$ cat src/rtl/servo_ramp_ctrl.sv
// Single-servo PWM generator with clamped, rate-limited position commands.
// Each accepted target is approached by at most STEP ticks per frame, then held for HOLD_FRAMES frames.
module servo_ramp_ctrl #(
    parameter int FRAME_TICKS = 1000,
    parameter int MIN_PULSE   = 25,
    parameter int MAX_PULSE   = 125,
    parameter int INIT_PULSE  = 35,
    parameter int STEP        = 2,
    parameter int HOLD_FRAMES = 2
) (
    input  logic        clk,
    input  logic        rst,
    input  logic        cmd_valid,
    input  logic [15:0] cmd_pulse,
    output logic        cmd_ready,
    output logic        servo,
    output logic [15:0] cur_pulse,
    output logic        busy,
    output logic        frame_end
);

    localparam logic [1:0] ST_IDLE = 2'd0;
    localparam logic [1:0] ST_RAMP = 2'd1;
    localparam logic [1:0] ST_HOLD = 2'd2;

    localparam int         HOLD_LAST    = (HOLD_FRAMES > 0) ? (HOLD_FRAMES - 1) : 0;
    localparam logic [15:0] P_FRAME_LAST = 16'(FRAME_TICKS - 1);
    localparam logic [15:0] P_MIN        = 16'(MIN_PULSE);
    localparam logic [15:0] P_MAX        = 16'(MAX_PULSE);
    localparam logic [15:0] P_INIT       = 16'(INIT_PULSE);
    localparam logic [15:0] P_STEP       = 16'(STEP);
    localparam logic [15:0] P_HOLD_LAST  = 16'(HOLD_LAST);

    // Unsigned saturation of a raw command into the safe pulse range.
    function automatic logic [15:0] clamp_pulse(input logic [15:0] p);
        logic [15:0] res;
        if (p < P_MIN) begin
            res = P_MIN;
        end else if (p > P_MAX) begin
            res = P_MAX;
        end else begin
            res = p;
        end
        return res;
    endfunction

    // Compare first, then subtract the smaller from the larger, so the difference never wraps.
    function automatic logic [15:0] step_toward(input logic [15:0] cur, input logic [15:0] tgt);
        logic [15:0] res;
        if (tgt > cur) begin
            if ((tgt - cur) > P_STEP) begin
                res = cur + P_STEP;
            end else begin
                res = tgt;
            end
        end else begin
            if ((cur - tgt) > P_STEP) begin
                res = cur - P_STEP;
            end else begin
                res = tgt;
            end
        end
        return res;
    endfunction

    logic [15:0] r_cnt;
    logic [1:0]  r_state;
    logic [15:0] r_cur_pulse;
    logic [15:0] r_target;
    logic [15:0] r_hold_cnt;
    logic        r_servo;
    logic        r_cmd_ready;
    logic        r_busy;
    logic        r_frame_end;

    logic [15:0] w_cnt_nxt;
    logic [1:0]  w_state_nxt;
    logic [15:0] w_pulse_nxt;
    logic [15:0] w_target_nxt;
    logic [15:0] w_hold_nxt;
    logic [15:0] w_cmd_clamped;
    logic [15:0] w_step_pulse;
    logic        w_accept;

    assign w_cmd_clamped = clamp_pulse(cmd_pulse);
    assign w_step_pulse  = step_toward(r_cur_pulse, r_target);
    assign w_accept      = cmd_valid && r_cmd_ready;

    // Free-running frame counter, wraps at the end of every frame.
    always_comb begin
        if (r_cnt == P_FRAME_LAST) begin
            w_cnt_nxt = 16'd0;
        end else begin
            w_cnt_nxt = r_cnt + 16'd1;
        end
    end

    // Sequencer next-state: accept in IDLE, step on frame ends in RAMP, count frame ends in HOLD.
    always_comb begin
        w_state_nxt  = r_state;
        w_pulse_nxt  = r_cur_pulse;
        w_target_nxt = r_target;
        w_hold_nxt   = r_hold_cnt;
        case (r_state)
            ST_IDLE: begin
                if (w_accept) begin
                    w_target_nxt = w_cmd_clamped;
                    w_hold_nxt   = 16'd0;
                    if (w_cmd_clamped != r_cur_pulse) begin
                        w_state_nxt = ST_RAMP;
                    end else begin
                        w_state_nxt = ST_IDLE;
                    end
                end else begin
                    w_state_nxt = ST_IDLE;
                end
            end
            ST_RAMP: begin
                if (r_frame_end) begin
                    w_pulse_nxt = w_step_pulse;
                    w_hold_nxt  = 16'd0;
                    if (w_step_pulse == r_target) begin
                        if (HOLD_FRAMES == 0) begin
                            w_state_nxt = ST_IDLE;
                        end else begin
                            w_state_nxt = ST_HOLD;
                        end
                    end else begin
                        w_state_nxt = ST_RAMP;
                    end
                end else begin
                    w_state_nxt = ST_RAMP;
                end
            end
            ST_HOLD: begin
                if (r_frame_end) begin
                    if (r_hold_cnt >= P_HOLD_LAST) begin
                        w_state_nxt = ST_IDLE;
                        w_hold_nxt  = 16'd0;
                    end else begin
                        w_state_nxt = ST_HOLD;
                        w_hold_nxt  = r_hold_cnt + 16'd1;
                    end
                end else begin
                    w_state_nxt = ST_HOLD;
                end
            end
            default: begin
                // Illegal encoding: fall back to IDLE, keep the live width, drop the target.
                w_state_nxt  = ST_IDLE;
                w_target_nxt = r_cur_pulse;
                w_hold_nxt   = 16'd0;
            end
        endcase
    end

    // State, pulse and counter registers with synchronous reset.
    always_ff @(posedge clk) begin
        if (rst) begin
            r_cnt       <= 16'd0;
            r_state     <= ST_IDLE;
            r_cur_pulse <= P_INIT;
            r_target    <= P_INIT;
            r_hold_cnt  <= 16'd0;
        end else begin
            r_cnt       <= w_cnt_nxt;
            r_state     <= w_state_nxt;
            r_cur_pulse <= w_pulse_nxt;
            r_target    <= w_target_nxt;
            r_hold_cnt  <= w_hold_nxt;
        end
    end

    // Registered outputs; status flags are decoded from the next state so they align with it.
    always_ff @(posedge clk) begin
        if (rst) begin
            r_servo     <= 1'b0;
            r_cmd_ready <= 1'b1;
            r_busy      <= 1'b0;
            r_frame_end <= 1'b0;
        end else begin
            r_servo     <= (r_cnt < r_cur_pulse);
            r_cmd_ready <= (w_state_nxt == ST_IDLE);
            r_busy      <= (w_state_nxt != ST_IDLE);
            r_frame_end <= (w_cnt_nxt == P_FRAME_LAST);
        end
    end

    assign servo     = r_servo;
    assign cmd_ready = r_cmd_ready;
    assign busy      = r_busy;
    assign frame_end = r_frame_end;
    assign cur_pulse = r_cur_pulse;

endmodule

$ cat config.mk
export PLATFORM = sky130hd
export DESIGN_NAME = servo_ramp_ctrl
export DESIGN_NICKNAME = d
export VERILOG_FILES = /design/src/rtl/servo_ramp_ctrl.sv
export SDC_FILE = /design/constraint.sdc
export NUM_CORES = 1
export LEC_CHECK = 0
export ABC_AREA = 1
export CAP_MARGIN = 0
export CORE_MARGIN = 3
export CORE_UTILIZATION = 58
export CTS_CLUSTER_DIAMETER = 80
export DETAILED_ROUTE_END_ITERATION = 12
export GPL_TIMING_DRIVEN = 0
export PLACE_DENSITY = 0.87
export SYNTH_ARGS = -nofsm -noshare
export SYNTH_HDL_FRONTEND = slang
export SYNTH_SLANG_ARGS = --single-unit
$ cat constraint.sdc
create_clock -name clk -period 3.7 [get_ports clk]
set_clock_uncertainty 0.05 [all_clocks]
set_input_delay 0.555 -clock clk [delete_from_list [all_inputs] [get_ports clk]]
set_output_delay 0.555 -clock clk [all_outputs]
set_load 0.02 [all_outputs]
==> out/qor.yml, run 1 <==
run_status:
  run_status: "complete, no violations"
power:
  p_int_mw: 1.71
  ir_worst_vdd_mv: 0.327
  comb_power_share_pct: 40.9
  p_sw_share_pct: 41.2
  power.switching_mw: 1.20
  leakage_nw: 4.25
  power_frac_seq_pct: 28.0
  clkPwrFrac_pct: 31.0
  power_density_nw_per_um2: 339
critical_path:
  start_kind: "flip-flop"
  arrival_ns: 3.78
  cp_slowest_stage_delay_ns: 0.38
  path_max_fanout: 10
  cp_slowest_cell: "dfxtp_1"
  end_kind: "flip-flop"
  required_ns: 3.89
  critPathKind: "reg2reg"
  rrSetupSlack_ns: 0.11
  cp_common_cell: "nand2_1"
logic_synthesis:
  synth_warnings: 0
  mappedNetlistNets: 1262
  synth.most_common_cell: "nand2_1"
  ys.flop_type: "dfxtp_1"
  synthesis.area_um2: 7050
  syn_inst: 1185
  syn_area_per_cell_um2: 5.95
  synth_area_leaders: "dfxtp_1, nand2_1, nand3_1"
  synth_edf_count: 0
  yosysUniqueCellTypes: 40
  synth_top_area_share_pct: 19.9
  async_flop_share_pct: 0
  ys_seq_area_share_pct: 19.9
  synthTopCellsByCount: "nand2_1, inv_1, nand3_1"
  ys_seq_elements: 70
  yosysTopAreaCell: "dfxtp_1"
grt:
  antenna_found_initial: 0
  grt_pass1_vias: 7463
  grt_pass1_wl_um: 35600
  grt_usage_pct: 33.2
  grt_max_degree: 15
  globalRoute.totalOverflow: 0
sta:
  max_slew_margin_pct: 49.0
  fin_crit_sh_pct: 97.1
  final.setup.worst_slack_ns: 0.108
  final-hold-violation-count: 0
  max_clock_freq_mhz: 278
  setup_viol: 0
  slew_violations: 0
  worst_slew_pin_slew_ns: 0.765
  period_needed_ns: 3.59
die:
  start_util_pct: 60.4
  die_x_um: 116
  fp.dieArea_um2: 13500
  ios: 39
  core-area_um2: 11700
  die_h_um: 116
  rows: 39
placed_design:
  placed_cells: 1365
  gp_congestion: 1.02
  numPortBuffers: 37
  detailed_place_hpwl_um: 16900
  place_worst_setup_slack_ns: -0.409
finish:
  drive_gt1_share_pct: 14.5
  antenna-diode-count: 0
  nets: 1345
  finalNonFillerCells: 1416
  syn_to_final_growth_pct: 21.7
  fill_cells: 931
route:
  dr.pass1.iters: 6
  vias: 8384
  wl_per_cell_um: 16.6
  drtIter0Drc: 1142
  drc: 0
  ant_nets: 0
  wl_um: 23500
  viasPerCell: 5.92
clock_tree:
  clockRootBuffer: "clkbuf_16"
  clk_transition_reported_paths_ns: 0.06
  clk_path_buf_depth: 2
  clk_latency_ns: 0.34
  htree_num_levels: 3
  cts_tree: "done"
  clkSinkCount: 70
  numCtsBuffers: 9
flow_run:
  maxCapViolations: 0
worst_hold_path:
  worstHoldPathType: "reg2reg"
-- power groups by stage --
stage	Sequential [mW]	Clock (mW)	Combinational, mW
6_report	0.816	0.903	1.19
5_1_grt	0.817	0.934	1.30
4_1_cts	0.812	0.904	1.06
3_5_place_dp	0.827	0	1.03
3_3_place_gp	0.826	0	1.01
2_1_floorplan	0.820	0	0.774
-- routing by layer --
layer  global-route usage (%)  vias to the layer above  part of all wire [%]
met5                        0                        -                     0
met2                     55.5                      518                    47
met3                     5.96                      135                   8.8
li1                         -                     4014                     -
met4                     19.6                        0                   5.9
met1                     39.8                     3717                    39
-- cells by family (layout without fill, tap and decap cells) --
family / count (synthesis) / after routing / share of synthesized area [%]
adder cells (fa/ha/maj): 58 / 58 / 10.5
flip-flops: 70 / 70 / 19.9
XOR/XNOR: 31 / 31 / 3.85
AO/OA/AOI/OAI: 125 / 125 / 10.0
AND/OR/NAND/NOR: 676 / 676 / 42.9
buffers and inverters: 225 / 313 / 12.8
-- registers in the layout, indices dropped and copies added, names as in the netlist --
register    count
r_target       16
cur_pulse      16
r_state         2
r_cnt          16
busy            1
r_hold_cnt     16
cmd_ready       1
frame_end       1
servo           1
-- worst max-delay path: cells and delay by family, from the launching register on --
family        cells  cell delay (ns)
fa+ha+maj         1             0.35
simple gates     22             2.00
buf+inv           4             0.70
flops             1             0.38
-- layout make-up --
| class | count | area [um^2] | share of cell area, % |
|---|---|---|---|
| Multi-Input combinational cell | 890 | 5020 | 58.5 |
| Sequential cell | 70 | 1430 | 16.7 |
| Inverter | 187 | 738 | 8.61 |
| Timing Repair Buffer | 73 | 641 | 7.47 |
| Buffer | 37 | 263 | 3.06 |
| Clock buffer | 9 | 225 | 2.63 |
| Tap cell | 143 | 179 | 2.09 |
| Clock inverter | 7 | 78.8 | 0.919 |
-- repair_timing --
action                                  in CTS  in global routing
pin swaps                                    1                 20
hold buffers                                 0                  0
endpoints found under the setup margin       4                  4
setup buffers                                2                 34
resized for setup                           33                 98
-- path summary, 6_finish.rpt --
path                                                 start                          to  depth (start not counted)
worst min register to register  r_hold_cnt[5]$_SDFFE_PP0P_  r_hold_cnt[5]$_SDFFE_PP0P_                          2
worst min-delay path            r_hold_cnt[5]$_SDFFE_PP0P_  r_hold_cnt[5]$_SDFFE_PP0P_                          2
worst max-delay path            cur_pulse[10]$_SDFFE_PP0P_             busy$_SDFF_PP0_                         27
worst max register to register  cur_pulse[10]$_SDFFE_PP0P_             busy$_SDFF_PP0_                         27
-- cell usage in the layout, fill, tap and decap left out, types with 23 or more instances in the layout --
cell,synthesis,final
clkdlybuf4s50_1,0,37
a21oi_1,60,56
nand2_2,13,23
o21ai_0,32,32
nor3_1,25,24
ha_1,56,42
inv_1,175,163
nand4_1,42,42
nor2_1,84,78
dfxtp_1,70,58
buf_4,3,39
nand2_1,339,329
xor2_1,29,29
nand3_1,143,137
-- through the flow --
step / instance area [um^2] / total power [mW] / hold slack (ns) / TNS [ns] / util [%]
finish: 8570 / 2.91 / 0.389 / 0 / 73.5
floorplan: 7050 / 1.59 / 0.369 / 0 / -
global placement: 7590 / 1.84 / 0.377 / -1.59 / 65.1
detailed placement: 7590 / 1.86 / 0.381 / -1.49 / 65.1
global route: 8570 / 3.05 / 0.405 / -0.305 / 73.5
CTS: 7990 / 2.78 / 0.391 / 0 / 68.5
Note: power is estimated with default switching activity, not from simulation.
==> run 2, diff against run 1 <==
Settings changed: CAP_MARGIN 0 to 10, CORE_UTILIZATION 58 to 56, GPL_TIMING_DRIVEN 0 to 1.
Clock period 3.7 ns to 3 ns, I/O delays scaled along.
==> run 2 against run 1 <==
Effect of this change:
- the run now ends with setup timing left
- first-iteration DRC count increased by 14%
- non-clock buffer count rose by 75
- combinational power is 50% higher
- count of clock-buffer cells in the layout is the same
- die area rose by 3.4%
- highest routed layer unchanged
- critical path depth did not move
- via count increased by 6.8%
- largest cell class unchanged
- wire length rose by 7.7%
- clock power is 17% higher
- cell area rose by 9.7%
==> out/qor.yml, run 2 (synthesis results as in run 1) <==
finish:
  final_design_area_no_fill_um2: 9410  # +9.7%
  fill_cells: 906  # -2.7%
  seqCellArea_um2: 1440  # +0.52%
  antenna-diode-count: 0  # unchanged
  final_cell_mix: "nand2_1, inv_1, buf_4"
  fin_util_pct: 77.3  # +3.8 points
  nets: 1420  # +5.6%
  finalNonFillerCells: 1516  # +7.1%
  drive_gt1_share_pct: 23.7  # +9.2 points
  multi_input_area_um2: 5190  # +3.4%
  final_common_cell: "nand2_1"
  syn_to_final_growth_pct: 33.5
clock_tree:
  clk_path_buf_depth: 2  # unchanged
  cts_tree: "done"
  clk_latency_ns: 0.35  # about the same
  cts_hold_buf: 0  # unchanged
  clockRootBuffer: "clkbuf_16"
  clkSinkCount: 70  # unchanged
  htree_num_levels: 3  # unchanged
  numCtsBuffers: 9  # unchanged
  clk_transition_reported_paths_ns: 0.07  # about the same
die:
  core-area_um2: 12200  # +4.3%
  ios: 39  # unchanged
  die_h_um: 118  # +1.7%
  fp.dieArea_um2: 14000  # +3.4%
  rows: 40  # +2.6%
  start_util_pct: 57.9  # -2.5 points
  die_x_um: 118  # +1.7%
placed_design:
  gp_congestion: 1.08  # +6.5%
  place_area_um2: 8600  # +13%
  placed_cells: 1487  # +8.9%
  detailed_place_hpwl_um: 18200  # +8.0%
  numPortBuffers: 38  # +2.7%
critical_path:
  path_max_fanout: 6  # -4
  cp_common_cell: "nand2_1"
  cp_slowest_cell: "fa_2"
  reg2reg_from: "cur_pulse[0]$_SDFFE_PP1P_"
  critPathKind: "reg2reg"
  start_kind: "flip-flop"
  rrSetupSlack_ns: -0.43  # -0.54 ns
  cp_slowest_stage_delay_ns: 0.43  # +0.05 ns
  arrival_ns: 3.62  # -0.16 ns
  r2r_end: "busy$_SDFF_PP0_"
  required_ns: 3.19  # -0.70 ns
  ff2ff_path_depth: 27  # unchanged
  end_kind: "flip-flop"
route:
  wl_um: 25300  # +7.7%
  vias: 8950  # +6.8%
  drtIter0Drc: 1302  # +14%
  dr.pass1.iters: 7  # +1
  viasPerCell: 5.90  # -0.29%
  wl_per_cell_um: 16.7  # +0.61%
  ant_nets: 0  # unchanged
  drc: 0  # unchanged
worst_hold_path:
  holdPathEnd: "r_hold_cnt[14]$_SDFFE_PP0P_"
  worstHoldPathType: "reg2reg"
  whs_path_depth: 2  # unchanged
  min_from: "r_hold_cnt[14]$_SDFFE_PP0P_"
power:
  power_density_nw_per_um2: 409  # +20%
  leakage_nw: 4.74  # +11%
  ir_worst_vdd_mv: 0.385  # +18%
grt:
  grt_pass1_vias: 8336  # +12%
  antenna_found_initial: 0  # unchanged
  globalRoute.totalOverflow: 0  # unchanged
  grt_max_degree: 51  # +36
  grt_pass1_wl_um: 39100  # +9.9%
  grt_usage_pct: 33.9  # +0.75 points
sta:
  worst_slew_pin_slew_ns: 0.683  # -0.0820 ns
  setup_viol: 4  # +4
  max_clock_freq_mhz: 292  # +4.8%
  slew_violations: 0  # unchanged
  max_slew_margin_pct: 54.4  # +5.4 points
  fin_crit_sh_pct: 114  # +17 points
  period_needed_ns: 3.43  # -0.164 ns
  final-hold-violation-count: 0  # unchanged
  final.setup.worst_slack_ns: -0.428  # -0.536 ns
  rsz0062_at_grt: "yes"
flow_run:
  maxCapViolations: 0  # unchanged
run_status:
  violations: "setup timing"
  run_status: "finished, violations left"
==> run 2: timing repair <==
item	CTS	global route
pin swaps	16	26
gates resized for setup	30	87
setup buffers	7	5
setup endpoints to repair	4	14
cloned	1	3
==> run 2: layer usage <==
| layer | GRT usage, % | vias to the layer above | share of wire, % |
|---|---|---|---|
| li1 | - | 4161 | - |
| met1 | 40.9 | 3979 | 37 |
| met2 | 56.7 | 627 | 45 |
| met3 | 6.56 | 183 | 11 |
| met4 | 18.8 | 0 | 6.6 |
| met5 | 0 | - | 0 |
==> run 2: through the flow <==
stage	hold slack (ns)	worst slack, ns	TNS [ns]	power [mW]
final	0.392	-0.428	-1.59	3.85
after global routing	0.404	-0.608	-2.82	4.03
after CTS	0.391	-0.232	-0.966	3.62
after detailed placement	0.379	-0.393	-1.42	2.53
after global placement	0.376	-0.319	-1.13	2.51
after floorplan	0.369	0.000749	0	1.99
==> run 2: final cells by class <==
| type | instances | area share (%) |
|---|---|---|
| clock buffer | 9 | 2.39 |
| timing repair buffer | 185 | 16.7 |
| multi-input combinational | 890 | 55.2 |
| clock inverter | 7 | 0.678 |
| inverter | 187 | 7.56 |
| sequential | 70 | 15.3 |
| tap | 168 | 2.23 |
==> run 2: worst max path at each step <==
stage | startpoint | endpoint | cells after the start
floorplan | cur_pulse[12]$_SDFFE_PP0P_ | busy$_SDFF_PP0_ | 27
global placement | cur_pulse[11]$_SDFFE_PP0P_ | busy$_SDFF_PP0_ | 27
detailed placement | cur_pulse[0]$_SDFFE_PP1P_ | busy$_SDFF_PP0_ | 27
CTS | r_target[0]$_SDFFE_PP1P_ | busy$_SDFF_PP0_ | 28
global route | cur_pulse[6]$_SDFFE_PP0P_ | busy$_SDFF_PP0_ | 24
finish | cur_pulse[0]$_SDFFE_PP1P_ | busy$_SDFF_PP0_ | 27
==> run 2: power breakdown <==
| group | switching [mW] | internal [mW] |
|---|---|---|
| Combinational | 1.09 | 0.700 |
| Clock | 0.475 | 0.580 |
| Sequential | 0.0412 | 0.961 |
==> run 2: worst max-delay path: cells and delay by family (launching register included) <==
family,cells,cell delay (ns)
flops,1,0.39
buf+inv,5,0.44
fa+ha+maj,2,0.59
compound gates,1,0.16
simple gates,19,1.68
